<file path="src/rtl/spi_ctrl_pkg.sv">
// rtl/spi_ctrl_pkg.sv - shared types and constants for spi_controller (optional SPI_CONTROLLER_READ_EN)
package spi_ctrl_pkg;

  localparam int   FRAME_BITS       = 16;
  localparam logic RW_WRITE         = 1'b1;
  localparam int   HALF_PERIOD_DEF  = 4;

  typedef enum logic [2:0] {
    ST_IDLE,
    ST_SETUP,
    ST_SHIFT,
    ST_HOLD,
    ST_GAP
  } state_e;

endpackage

</file>
<file path="src/rtl/spi_clk_tick.sv">
// rtl/spi_clk_tick.sv - one-cycle tick every HALF_PERIOD enabled clocks
module spi_clk_tick #(
  parameter int HALF_PERIOD = 4
) (
  input  logic clk_i,
  input  logic rst_i,
  input  logic en_i,
  input  logic clr_i,
  output logic tick_o
);

  localparam logic [7:0] LAST = 8'(HALF_PERIOD - 1);

  logic [7:0] cnt_q, cnt_d;

  assign tick_o = en_i && (cnt_q == LAST);

  // next count: restart on clear, wrap after each tick, park at 0 while disabled
  always_comb begin
    cnt_d = cnt_q;
    if (clr_i || !en_i) begin
      cnt_d = 8'd0;
    end else if (tick_o) begin
      cnt_d = 8'd0;
    end else begin
      cnt_d = cnt_q + 8'd1;
    end
  end

  // counter register
  always_ff @(posedge clk_i) begin
    if (rst_i) begin
      cnt_q <= 8'd0;
    end else begin
      cnt_q <= cnt_d;
    end
  end

endmodule

</file>
<file path="src/rtl/spi_controller.sv">
// rtl/spi_controller.sv - SPI mode-0 register-write frame controller (SPI_CONTROLLER_READ_EN adds readback)
module spi_controller
  import spi_ctrl_pkg::*;
#(
  parameter int HALF_PERIOD = HALF_PERIOD_DEF
) (
  input  logic       clk,
  input  logic       rst,
  input  logic       start,
  input  logic [6:0] addr,
  input  logic [7:0] wdata,
`ifdef SPI_CONTROLLER_READ_EN
  input  logic       rw,
  input  logic       cipo,
  output logic [7:0] rdata,
`endif
  output logic       sclk,
  output logic       copi,
  output logic       ncs,
  output logic       busy,
  output logic       done
);

  localparam logic [3:0] LAST_BIT = 4'(FRAME_BITS - 1);

  state_e                  state_q, state_d;
  logic                    phase_q, phase_d;   // SHIFT: 0 = sclk high half, 1 = low half; GAP: half index
  logic [3:0]              bit_cnt_q, bit_cnt_d;
  logic [FRAME_BITS-1:0]   shreg_q, shreg_d;
  logic                    done_q, done_d;
  logic                    tick;
  logic                    accept;
  logic                    rw_bit;

`ifdef SPI_CONTROLLER_READ_EN
  logic [7:0] rx_q, rx_d;
  logic [7:0] rdata_q, rdata_d;
  assign rw_bit = rw;
  assign rdata  = rdata_q;
`else
  assign rw_bit = RW_WRITE;
`endif

  assign accept = start && (state_q == ST_IDLE) && !rst;
  assign busy   = (state_q != ST_IDLE);
  assign done   = done_q;
  assign sclk   = (state_q == ST_SHIFT) && !phase_q;
  assign ncs    = !((state_q == ST_SETUP) || (state_q == ST_SHIFT) || (state_q == ST_HOLD));
  assign copi   = busy && shreg_q[FRAME_BITS-1];

  spi_clk_tick #(.HALF_PERIOD(HALF_PERIOD)) u_tick (
    .clk_i  (clk),
    .rst_i  (rst),
    .en_i   (busy),
    .clr_i  (accept),
    .tick_o (tick)
  );

  // frame sequencing: shift on sclk fall, count bits at end of each low half
  always_comb begin
    state_d   = state_q;
    phase_d   = phase_q;
    bit_cnt_d = bit_cnt_q;
    shreg_d   = shreg_q;
    done_d    = 1'b0;
`ifdef SPI_CONTROLLER_READ_EN
    rx_d      = rx_q;
    rdata_d   = rdata_q;
`endif
    case (state_q)
      ST_IDLE: begin
        if (start) begin
          state_d   = ST_SETUP;
          shreg_d   = {rw_bit, addr, wdata};
          bit_cnt_d = 4'd0;
          phase_d   = 1'b0;
        end
      end
      ST_SETUP: begin
        if (tick) begin
          state_d = ST_SHIFT;
          phase_d = 1'b0;
        end
      end
      ST_SHIFT: begin
        if (tick) begin
          if (!phase_q) begin
            phase_d = 1'b1;
            shreg_d = {shreg_q[FRAME_BITS-2:0], 1'b0};
          end else if (bit_cnt_q == LAST_BIT) begin
            state_d = ST_HOLD;
            phase_d = 1'b0;
          end else begin
            bit_cnt_d = bit_cnt_q + 4'd1;
            phase_d   = 1'b0;
`ifdef SPI_CONTROLLER_READ_EN
            // rising edge of bits 7..0 (next bit index 8..15)
            if (bit_cnt_q >= 4'd7) begin
              rx_d = {rx_q[6:0], cipo};
            end
`endif
          end
        end
      end
      ST_HOLD: begin
        if (tick) begin
          state_d = ST_GAP;
          phase_d = 1'b0;
        end
      end
      ST_GAP: begin
        if (tick) begin
          if (phase_q) begin
            state_d = ST_IDLE;
            done_d  = 1'b1;
`ifdef SPI_CONTROLLER_READ_EN
            rdata_d = rx_q;
`endif
          end else begin
            phase_d = 1'b1;
          end
        end
      end
      default: state_d = ST_IDLE;
    endcase
  end

  // state registers with synchronous reset
  always_ff @(posedge clk) begin
    if (rst) begin
      state_q   <= ST_IDLE;
      phase_q   <= 1'b0;
      bit_cnt_q <= 4'd0;
      shreg_q   <= '0;
      done_q    <= 1'b0;
`ifdef SPI_CONTROLLER_READ_EN
      rx_q      <= 8'd0;
      rdata_q   <= 8'd0;
`endif
    end else begin
      state_q   <= state_d;
      phase_q   <= phase_d;
      bit_cnt_q <= bit_cnt_d;
      shreg_q   <= shreg_d;
      done_q    <= done_d;
`ifdef SPI_CONTROLLER_READ_EN
      rx_q      <= rx_d;
      rdata_q   <= rdata_d;
`endif
    end
  end

endmodule

</file>
<file path="config.mk">
export PLATFORM = sky130hd
export DESIGN_NAME = spi_controller
export DESIGN_NICKNAME = d
export VERILOG_FILES = /design/src/rtl/spi_ctrl_pkg.sv /design/src/rtl/spi_clk_tick.sv /design/src/rtl/spi_controller.sv
export SDC_FILE = /design/constraint.sdc
export NUM_CORES = 1
export LEC_CHECK = 0
export CAP_MARGIN = 10
export CORE_UTILIZATION = 35
export DETAILED_ROUTE_END_ITERATION = 8
export PLACE_DENSITY = 0.62
export RECOVER_POWER = 25
export SLEW_MARGIN = 20
export SYNTH_ARGS = -nofsm -noshare
export SYNTH_HDL_FRONTEND = slang
export SYNTH_SLANG_ARGS = --single-unit
</file>
<file path="constraint.sdc">
create_clock -name clk -period 1.9 [get_ports clk]
set_input_delay 0.38 -clock clk [delete_from_list [all_inputs] [get_ports clk]]
set_output_delay 0.38 -clock clk [all_outputs]
set_load 0.05 [all_outputs]
</file>
# ---- After elaboration in Yosys (flattened, before gate mapping)
# Index checks and enable logic that the tools add are counted.
dict set report op_classes {
  n_addsub 2
  n_eq_ne 17
  mux 25
  bitwise 2
  n_reduce_logical 23
}
# op n
set ops {}
lappend ops {{16-bit two-way mux} 3}
lappend ops {{16-bit case mux with 2 select lines} 1}
lappend ops {{3-bit two-way mux} 8}
lappend ops {{2-bit != test, second input constant} 9}
lappend ops {{4-bit two-way mux} 4}
lappend ops {{3-bit case mux with 5 select lines} 1}
lappend ops {{5-bit AND reduction} 2}
lappend ops {{8-bit by 1-bit adder with 8-bit output, second input constant} 1}
lappend ops {{8-bit by 2-bit equality test with 1-bit output, second input constant} 1}
lappend ops {{4-bit case mux with 2 select lines} 1}
lappend ops {{8-bit AND reduction} 1}
lappend ops {{3-bit by 2-bit equality test with 1-bit output, second input constant} 2}
lappend ops {{1-bit two-way mux} 6}
lappend ops {{3-bit OR reduction} 2}
lappend ops {{1-bit logical AND} 5}
lappend ops {{4-bit by 1-bit adder with 4-bit output, second input constant} 1}
lappend ops {{4-bit equality test, second input constant} 1}
lappend ops {{1-bit logical NOT} 4}
lappend ops {{2-bit by 1-bit != test with 1-bit output, second input constant} 2}
lappend ops {{1-bit case mux with 4 select lines} 1}
lappend ops {{4-bit AND reduction} 1}
lappend ops {{4-bit nonzero test} 1}
lappend ops {{3-bit by 1-bit equality test with 1-bit output, second input constant} 1}
lappend ops {{3-bit equality test, second input constant} 1}
lappend ops {{other kinds (6)} 9}
dict set report word_totals {
  register_bits 33
  inputBits 18
  out_inout_bits 5
}

# ---- Longest topological paths before layout
# Gate-level depths: netlist (run 1).
dict set report depth {
  ltp_word 5
  ltp_mapped 7
}

# ---- Modules after synthesis
# Synthesis (run 1) repeated with hierarchy kept, for this count alone.
dict set report hier_totals {
  hier_cells 191
  area_unflattened_um2 1609.0
}
# module n_inst cells_each area_each_um2 seq_area_each_um2
set by_module_without_submodules {}
lappend by_module_without_submodules {spi_controller 1 152 1247.4 500.5}
lappend by_module_without_submodules {spi_clk_tick 1 39 361.6 160.2}

# ---- Worst setup path after synthesis (run 1)
# OpenSTA, ideal clock, no wires.
dict set report synth_timing {
  path_type {register -> output}
  start {register state_q[2]}
  end {output copi}
  t_arrival_ns 1.641
  required_time_ns 1.520
  setup_slack_ns -0.121
  path_stages_with_launch 4
  path_buffers 1
  path_cell_list {dfxtp_1 or3_1 clkbuf_1 and2_1}
}
dict set report synth_between {
  elab_chain_cells 2
}
# element line_no
set synth_lines {}
lappend synth_lines {{start, declared} spi_controller.sv:26} ;# state_e state_q, state_d;
lappend synth_lines {{start signal, assigned} spi_controller.sv:141} ;# state_q <= state_d;
lappend synth_lines {{3-bit nonzero test} spi_controller.sv:45} ;# assign busy = (state_q != ST_IDLE);
lappend synth_lines {{named net busy} spi_controller.sv:20} ;# output logic busy,
lappend synth_lines {{1-bit logical AND} spi_controller.sv:49} ;# assign copi = busy && shreg_q[FRAME_BITS-1];
lappend synth_lines {{end, declared} spi_controller.sv:18} ;# output logic copi,
# The timed path passes the listed nets, and every way through them passes these cells.

# ---- Final worst setup path (run 1)
dict set report layout_timing {
  start {register state_q[0]}
  end {output copi}
}
dict set report layout_between {
  elab_chain_cells 2
}
# element line_no
set layout_lines {}
lappend layout_lines {{3-bit nonzero test} spi_controller.sv:45}
lappend layout_lines {{1-bit logical AND} spi_controller.sv:49}
# Every way passes these cells.

==> results.cfg, run 1 <==
[run_status]
status = finished clean

[power_and_ir_drop]
p_per_area_nw_per_um2 = 661
leakage_nw = 0.719
ir_drop_v = 0.000375

[clock_network]
htreeDepth = 2
clockRootBuffer = clkbuf_8
cts_max_path_buffers = 2
cts.sinks = 33
clk_latency_ps = 280
cts_tree = built
clkTransAtPathRegs_ps = 70
ctsHoldBuffers = 0
numCtsBuffers = 5

[synth]
synth_area_leaders = dfxtp_1, mux2i_1, a211oi_2, nor3_1, a211oi_1
syn_avg_cell_area_um2 = 9.59
syn_area_um2 = 1760
ys_types = 40
ys_seq_area_share_pct = 37.6
synth_top_area_share_pct = 37.6
synth_most_common_cell = dfxtp_1
ys_seq_elements = 33
synth_cells = 183
yosysWarningCount = 0
dominantRegCellSynth = dfxtp_1
synth_edf_count = 0
synth_area_leader_cell = dfxtp_1
async_reset_ff_share_pct = 0
ys_top_cells_by_count = dfxtp_1, nor3_1, mux2i_1, nor2_1, a211oi_2
synth_nets = 203

[timing]
finalSetupTns_ps = 0
worst_clock_skew_ps = 4.89
setup_viol = 0
maxSlewHeadroom_pct = 67.5
fin_crit_ps = 1850
layout_worst_path_cycle_share_pct = 97.3
tightest_slew_ps = 486
grt_setup_unrepaired = no
slew_viol_final = 0
finalHoldViolCount = 0
max_clock_freq_mhz = 541

[routing]
via_count = 1411
drt_iter0_drc = 69
dr.pass1.iters = 4
drc = 0
routedWlPerCell_um = 13.0
final_antenna_net_count = 0
vias_per_cell = 5.08
drt-total-wl_um = 3630

[layout]
areaGrowthSynthToFinish_pct = 26.1
diodes = 0
drive_gt1_share_pct = 19.4
nFillCells = 471
num-nets-final = 230
final_util_pct = 46.2

[worst_setup_path]
end_kind = primary output
worstPathRequired_ps = 1520
cp-start-kind = flip-flop
rr_startpoint = u_tick.cnt_q[0]
arrival_ps = 1470
critPathLaunch = state_q[0]
crit_type = reg2out
r2r.worst_path.cells = 5
path_max_fanout = 7

[floorplanning]
dieArea_um2 = 5300
rows = 25
die_w_um = 72.8
die_y_um = 72.8
io_pins = 23
core_area_um2 = 4790
initial_core_util_pct = 36.7

[placement]
routabilityCongestion = 0.783
place_hpwl_um = 2540
port_buffers = 22

[worst_hold_path]
min_from = u_tick.cnt_q[0]
hp-class = reg2reg
hold_depth = 1

[global_routing]
grt_max_degree = 18
grt_pass1_vias = 1342
antenna_found_initial = 0
gr-total-overflow = 0
grt_pass1_wl_um = 6220
grt_usage_pct = 15.1

[flow_run]
maxCapViolations = 0
## power by group
part	internal (mW)	switching [mW]
Sequential	0.724	0.0235
Combinational	0.111	0.0972
Clock	0.254	0.253
Total	1.09	0.374
## final cells by class
class / instances / area, µm² / area share, %
clock inverter: 2 / 10.0 / 0.452
sequential: 33 / 662 / 29.9
multi-input combinational: 133 / 986 / 44.5
inverter: 2 / 7.51 / 0.339
timing repair buffer: 35 / 392 / 17.7
tap: 67 / 83.8 / 3.79
clock buffer: 6 / 72.6 / 3.28
## cell families (layout without fill, tap and decap cells)
logic type / after synthesis / after routing / synth area share [%]
multiplexers: 14 / 14 / 7.98
adder cells (fa/ha/maj): 2 / 2 / 1.43
AND/OR/NAND/NOR: 75 / 75 / 26.1
flip-flops: 33 / 33 / 37.6
buffers and inverters: 17 / 45 / 6.91
XOR/XNOR: 7 / 7 / 3.49
AO/OA/AOI/OAI: 35 / 35 / 16.5
## worst max-delay path: stages (launching register included)
cell and delay (ps):
dfxtp_1 400, or3_1 420, and2_1 210, buf_12 150
## stage by stage
| stage | hold WS, ps | cell area, µm² | instances | power [mW] | worst slack (ps) |
|---|---|---|---|---|---|
| final | 466 | 2210 | 278 | 1.46 | 51.7 |
| after global routing | 496 | 2210 | 278 | 1.53 | 2.61 |
| after CTS | 475 | 2210 | 278 | 1.48 | 60.4 |
| after detailed placement | 458 | 2130 | 270 | 0.973 | 131 |
| after global placement | 446 | 2130 | 270 | 0.971 | 151 |
| after floorplan | 430 | 1760 | 183 | 0.887 | 14.4 |
## metal layers
layer,GRT usage (%),part of all wire (%)
met1,21.0,51
met5,0,0
met3,4.14,3.9
met2,22.1,43
met4,5.88,1.7
## worst paths after layout
| kind | endpoint | slack, ps |
|---|---|---|
| setup / recovery | copi | 50 |
| hold / removal | u_tick.cnt_q[0] | 470 |
| setup reg to reg | bit_cnt_q[0] | 200 |
| hold reg to reg | u_tick.cnt_q[0] | 470 |
## flip-flops by register name (all words and copies together) (netlist names)
| signal | cells |
|---|---|
| done | 1 |
| shreg_q | 16 |
| state_q | 3 |
| bit_cnt_q | 4 |
| u_tick.cnt_q | 8 |
| phase_q | 1 |
## what timing repair did
| action | in CTS | in global routing |
|---|---|---|
| setup endpoints to repair | 1 | 2 |
| resized for setup | 1 | 1 |
| setup buffers | 0 | 0 |
## layout by cell type (no fill, tap or decap), types with 2 or more instances in the layout
master / n
mux2i_1: 14
or3_1: 2
nor3b_4: 2
a21oi_1: 4
clkdlybuf4s50_1: 18
nand3_1: 8
xnor2_1: 4
clkinv_2: 2
nand2_1: 8
inv_1: 2
nor2b_1: 2
buf_12: 7
dfxtp_1: 32
xor2_1: 3
a31oi_1: 2
nor4b_4: 2
nand3b_1: 2
and2_1: 2
a211oi_2: 9
clkbuf_8: 5
ha_1: 2
nor2_1: 14
nand4b_1: 2
nor3_1: 20
o21ai_0: 3
a211oi_1: 8
o211ai_1: 6
nand2b_1: 2
clkbuf_1: 2
buf_4: 9
and3_1: 2
Power figures use the tool's default switching activity.
==> inputs of run 2 (changes only) <==
--- a/config.mk
+++ b/config.mk
@@ -5,6 +5,7 @@
 export SDC_FILE = /design/constraint.sdc
 export NUM_CORES = 1
 export LEC_CHECK = 0
+export ABC_AREA = 1
 export CAP_MARGIN = 10
 export CORE_UTILIZATION = 35
 export DETAILED_ROUTE_END_ITERATION = 8
==> run 2 against run 1 <==
Compared with the run above: setup slack improved by 47 ps; area after synthesis increased by 2.4%; die area increased by 2.3%; via count increased by 17%.
==> results.cfg, run 2 <==
[worst_setup_path]
reg2reg_slack_ps = 220
slowest_delay_ps = 500
critPathLaunch = state_q[0]
crit_chain = nor2_4 > nand2_8 > inv_1 > nor2_1 > buf_12
path_max_fanout = 8
r2r.worst_path.cells = 8
worstPathRequired_ps = 1520
cp_num_cells = 5
crit_type = reg2out
rr_startpoint = u_tick.cnt_q[0]
timing.critical_path.buf_inv = 2
crit_family = flip-flops
crit_slowest_cell = dfxtp_1
endpoint = copi
r2r-end = shreg_q[8]
arrival_ps = 1420
cp-start-kind = flip-flop
end_kind = primary output

[layout]
drive_gt1_share_pct = 11.8
top_regs = shreg_q: 16 flops, u_tick.cnt_q: 8 flops, bit_cnt_q: 4 flops
num-nets-final = 307
stdcell_area_um2 = 2190
largest-register = shreg_q
final_cell_mix = nand2_1, dfxtp_1, nand3_1, nor2_1, a21oi_1
nFillCells = 518
final_common_cell = nand2_1
largest_register_ffs = 16
diodes = 0
areaGrowthSynthToFinish_pct = 22.0

[synth]
synth_area_leaders = dfxtp_1, nand2_1, nand3_1, a21oi_1, nor2_1
synth_nets = 280
async_reset_ff_share_pct = 0
synth_edf_count = 0
syn_avg_cell_area_um2 = 6.91
synth_area_leader_cell = dfxtp_1
yosysWarningCount = 0
ys_seq_area_share_pct = 36.8
synth_top_area_share_pct = 36.8
dominantRegCellSynth = dfxtp_1
synth_most_common_cell = nand2_1
ys_top_cells_by_count = nand2_1, dfxtp_1, nand3_1, nor2_1, a21oi_1
synth_cells = 260
ys_types = 29
syn_area_um2 = 1800
ys_seq_elements = 33

[worst_hold_path]
hp-class = reg2reg
hold_depth = 1

[timing]
setup_viol = 0
max_clock_freq_mhz = 555
tightest_slew_ps = 492
grt_setup_unrepaired = no
finalHoldViolCount = 0
fin_crit_ps = 1800
maxSlewHeadroom_pct = 67.1
layout_worst_path_cycle_share_pct = 94.8
slew_viol_final = 0
worst_clock_skew_ps = 6.67
finalSetupTns_ps = 0

[global_routing]
grt_usage_pct = 15.6
grt_max_degree = 21
grt_pass1_vias = 1462
antenna_found_initial = 0
grt_pass1_wl_um = 6520
gr-total-overflow = 0

[placement]
place_hpwl_um = 2630
port_buffers = 22
routabilityCongestion = 0.784
placedInstanceArea_um2 = 2110

[routing]
dr.pass1.iters = 4
via_count = 1646
drc = 0
vias_per_cell = 4.64
final_antenna_net_count = 0
drt-total-wl_um = 3770
routedWlPerCell_um = 10.6
drt_iter0_drc = 146

[floorplanning]
die_y_um = 73.7
io_pins = 23
dieArea_um2 = 5420
rows = 25
initial_core_util_pct = 37.3
die_w_um = 73.7
core_area_um2 = 4820

[flow_run]
maxCapViolations = 0

[clock_network]
cts_max_path_buffers = 2
ctsHoldBuffers = 0
numCtsBuffers = 5
clkTransAtPathRegs_ps = 70
clk_latency_ps = 280
clockRootBuffer = clkbuf_8
cts_tree = built
cts.sinks = 33
htreeDepth = 2

[power_and_ir_drop]
p_per_area_nw_per_um2 = 1720
leakage_nw = 0.970
ir_drop_v = 0.000713

[run_status]
status = finished clean
[run 2: cell types whose count changed after synthesis, moves of 14 or more]
cell / change
nand2_1: +76
nand3_1: +23
a21oi_1: +17
inv_1: +17
nor3_1: -16
mux2i_1: -14
[run 2: per-layer routing]
layer	vias up	global-route usage [%]	part of all wire (%)
li1	888	-	-
met2	37	24.3	45
met3	4	3.43	4.2
met5	-	0	0
met4	0	6.41	1.2
met1	717	20.9	49
[run 2: logic make-up after synthesis]
group,count (synthesis),synth area share (%)
buf+inv,32,10.5
compound gates,30,9.05
xor+xnor,2,0.975
flops,33,36.8
simple gates,161,41.3
fa+ha+maj,2,1.39
[run 2: repair_timing]
action,in CTS,in global routing
setup endpoints to repair,0,1
resized for setup,0,1
buffers inserted,0,0
[run 2: report_power, final]
group / internal, mW / switching [mW] / leakage, nW
registers: 0.915 / 0.141 / 0.271
logic: 0.843 / 1.36 / 0.654
clock network: 0.254 / 0.260 / 0.0450
total: 2.01 / 1.76 / 0.970
[run 2: worst min-delay path by stage]
stage	startpoint	endpoint	slack, ps
6_report	u_tick.cnt_q[0]	u_tick.cnt_q[0]	450
5_1_grt	u_tick.cnt_q[0]	u_tick.cnt_q[0]	470
4_1_cts	u_tick.cnt_q[0]	u_tick.cnt_q[0]	450
3_5_place_dp	u_tick.cnt_q[0]	u_tick.cnt_q[0]	440
3_3_place_gp	u_tick.cnt_q[0]	u_tick.cnt_q[0]	430
2_1_floorplan	u_tick.cnt_q[0]	u_tick.cnt_q[0]	420
[run 2: final cells by class]
type | instances | area (µm²) | share of cell area [%]
Timing Repair Buffer | 30 | 330 | 15.1
Clock buffer | 6 | 72.6 | 3.31
Clock inverter | 2 | 10.0 | 0.457
Inverter | 22 | 82.6 | 3.77
Multi-Input combinational cell | 195 | 952 | 43.4
Sequential cell | 33 | 661 | 30.1
Tap cell | 67 | 83.8 | 3.82
[run 2: through the flow]
step	power [mW]	setup slack, ps	hold WS (ps)	std cells	util, %
2_1_floorplan	2.74	133	418	260	-
3_3_place_gp	3.27	206	428	347	43.7
3_5_place_dp	3.29	165	439	347	43.7
4_1_cts	3.81	70.7	454	355	45.5
5_1_grt	4.13	9.32	469	355	45.5
6_report	3.77	98.5	451	355	45.5
==> inputs of run 3 (changes only) <==
--- a/config.mk
+++ b/config.mk
@@ -11,7 +11,6 @@
 export DETAILED_ROUTE_END_ITERATION = 8
 export PLACE_DENSITY = 0.62
 export RECOVER_POWER = 25
-export SLEW_MARGIN = 20
 export SYNTH_ARGS = -nofsm -noshare
 export SYNTH_HDL_FRONTEND = slang
 export SYNTH_SLANG_ARGS = --single-unit
==> results of run 3 <==
No change in the layout: final DEF, timing and power equal those of run 2.
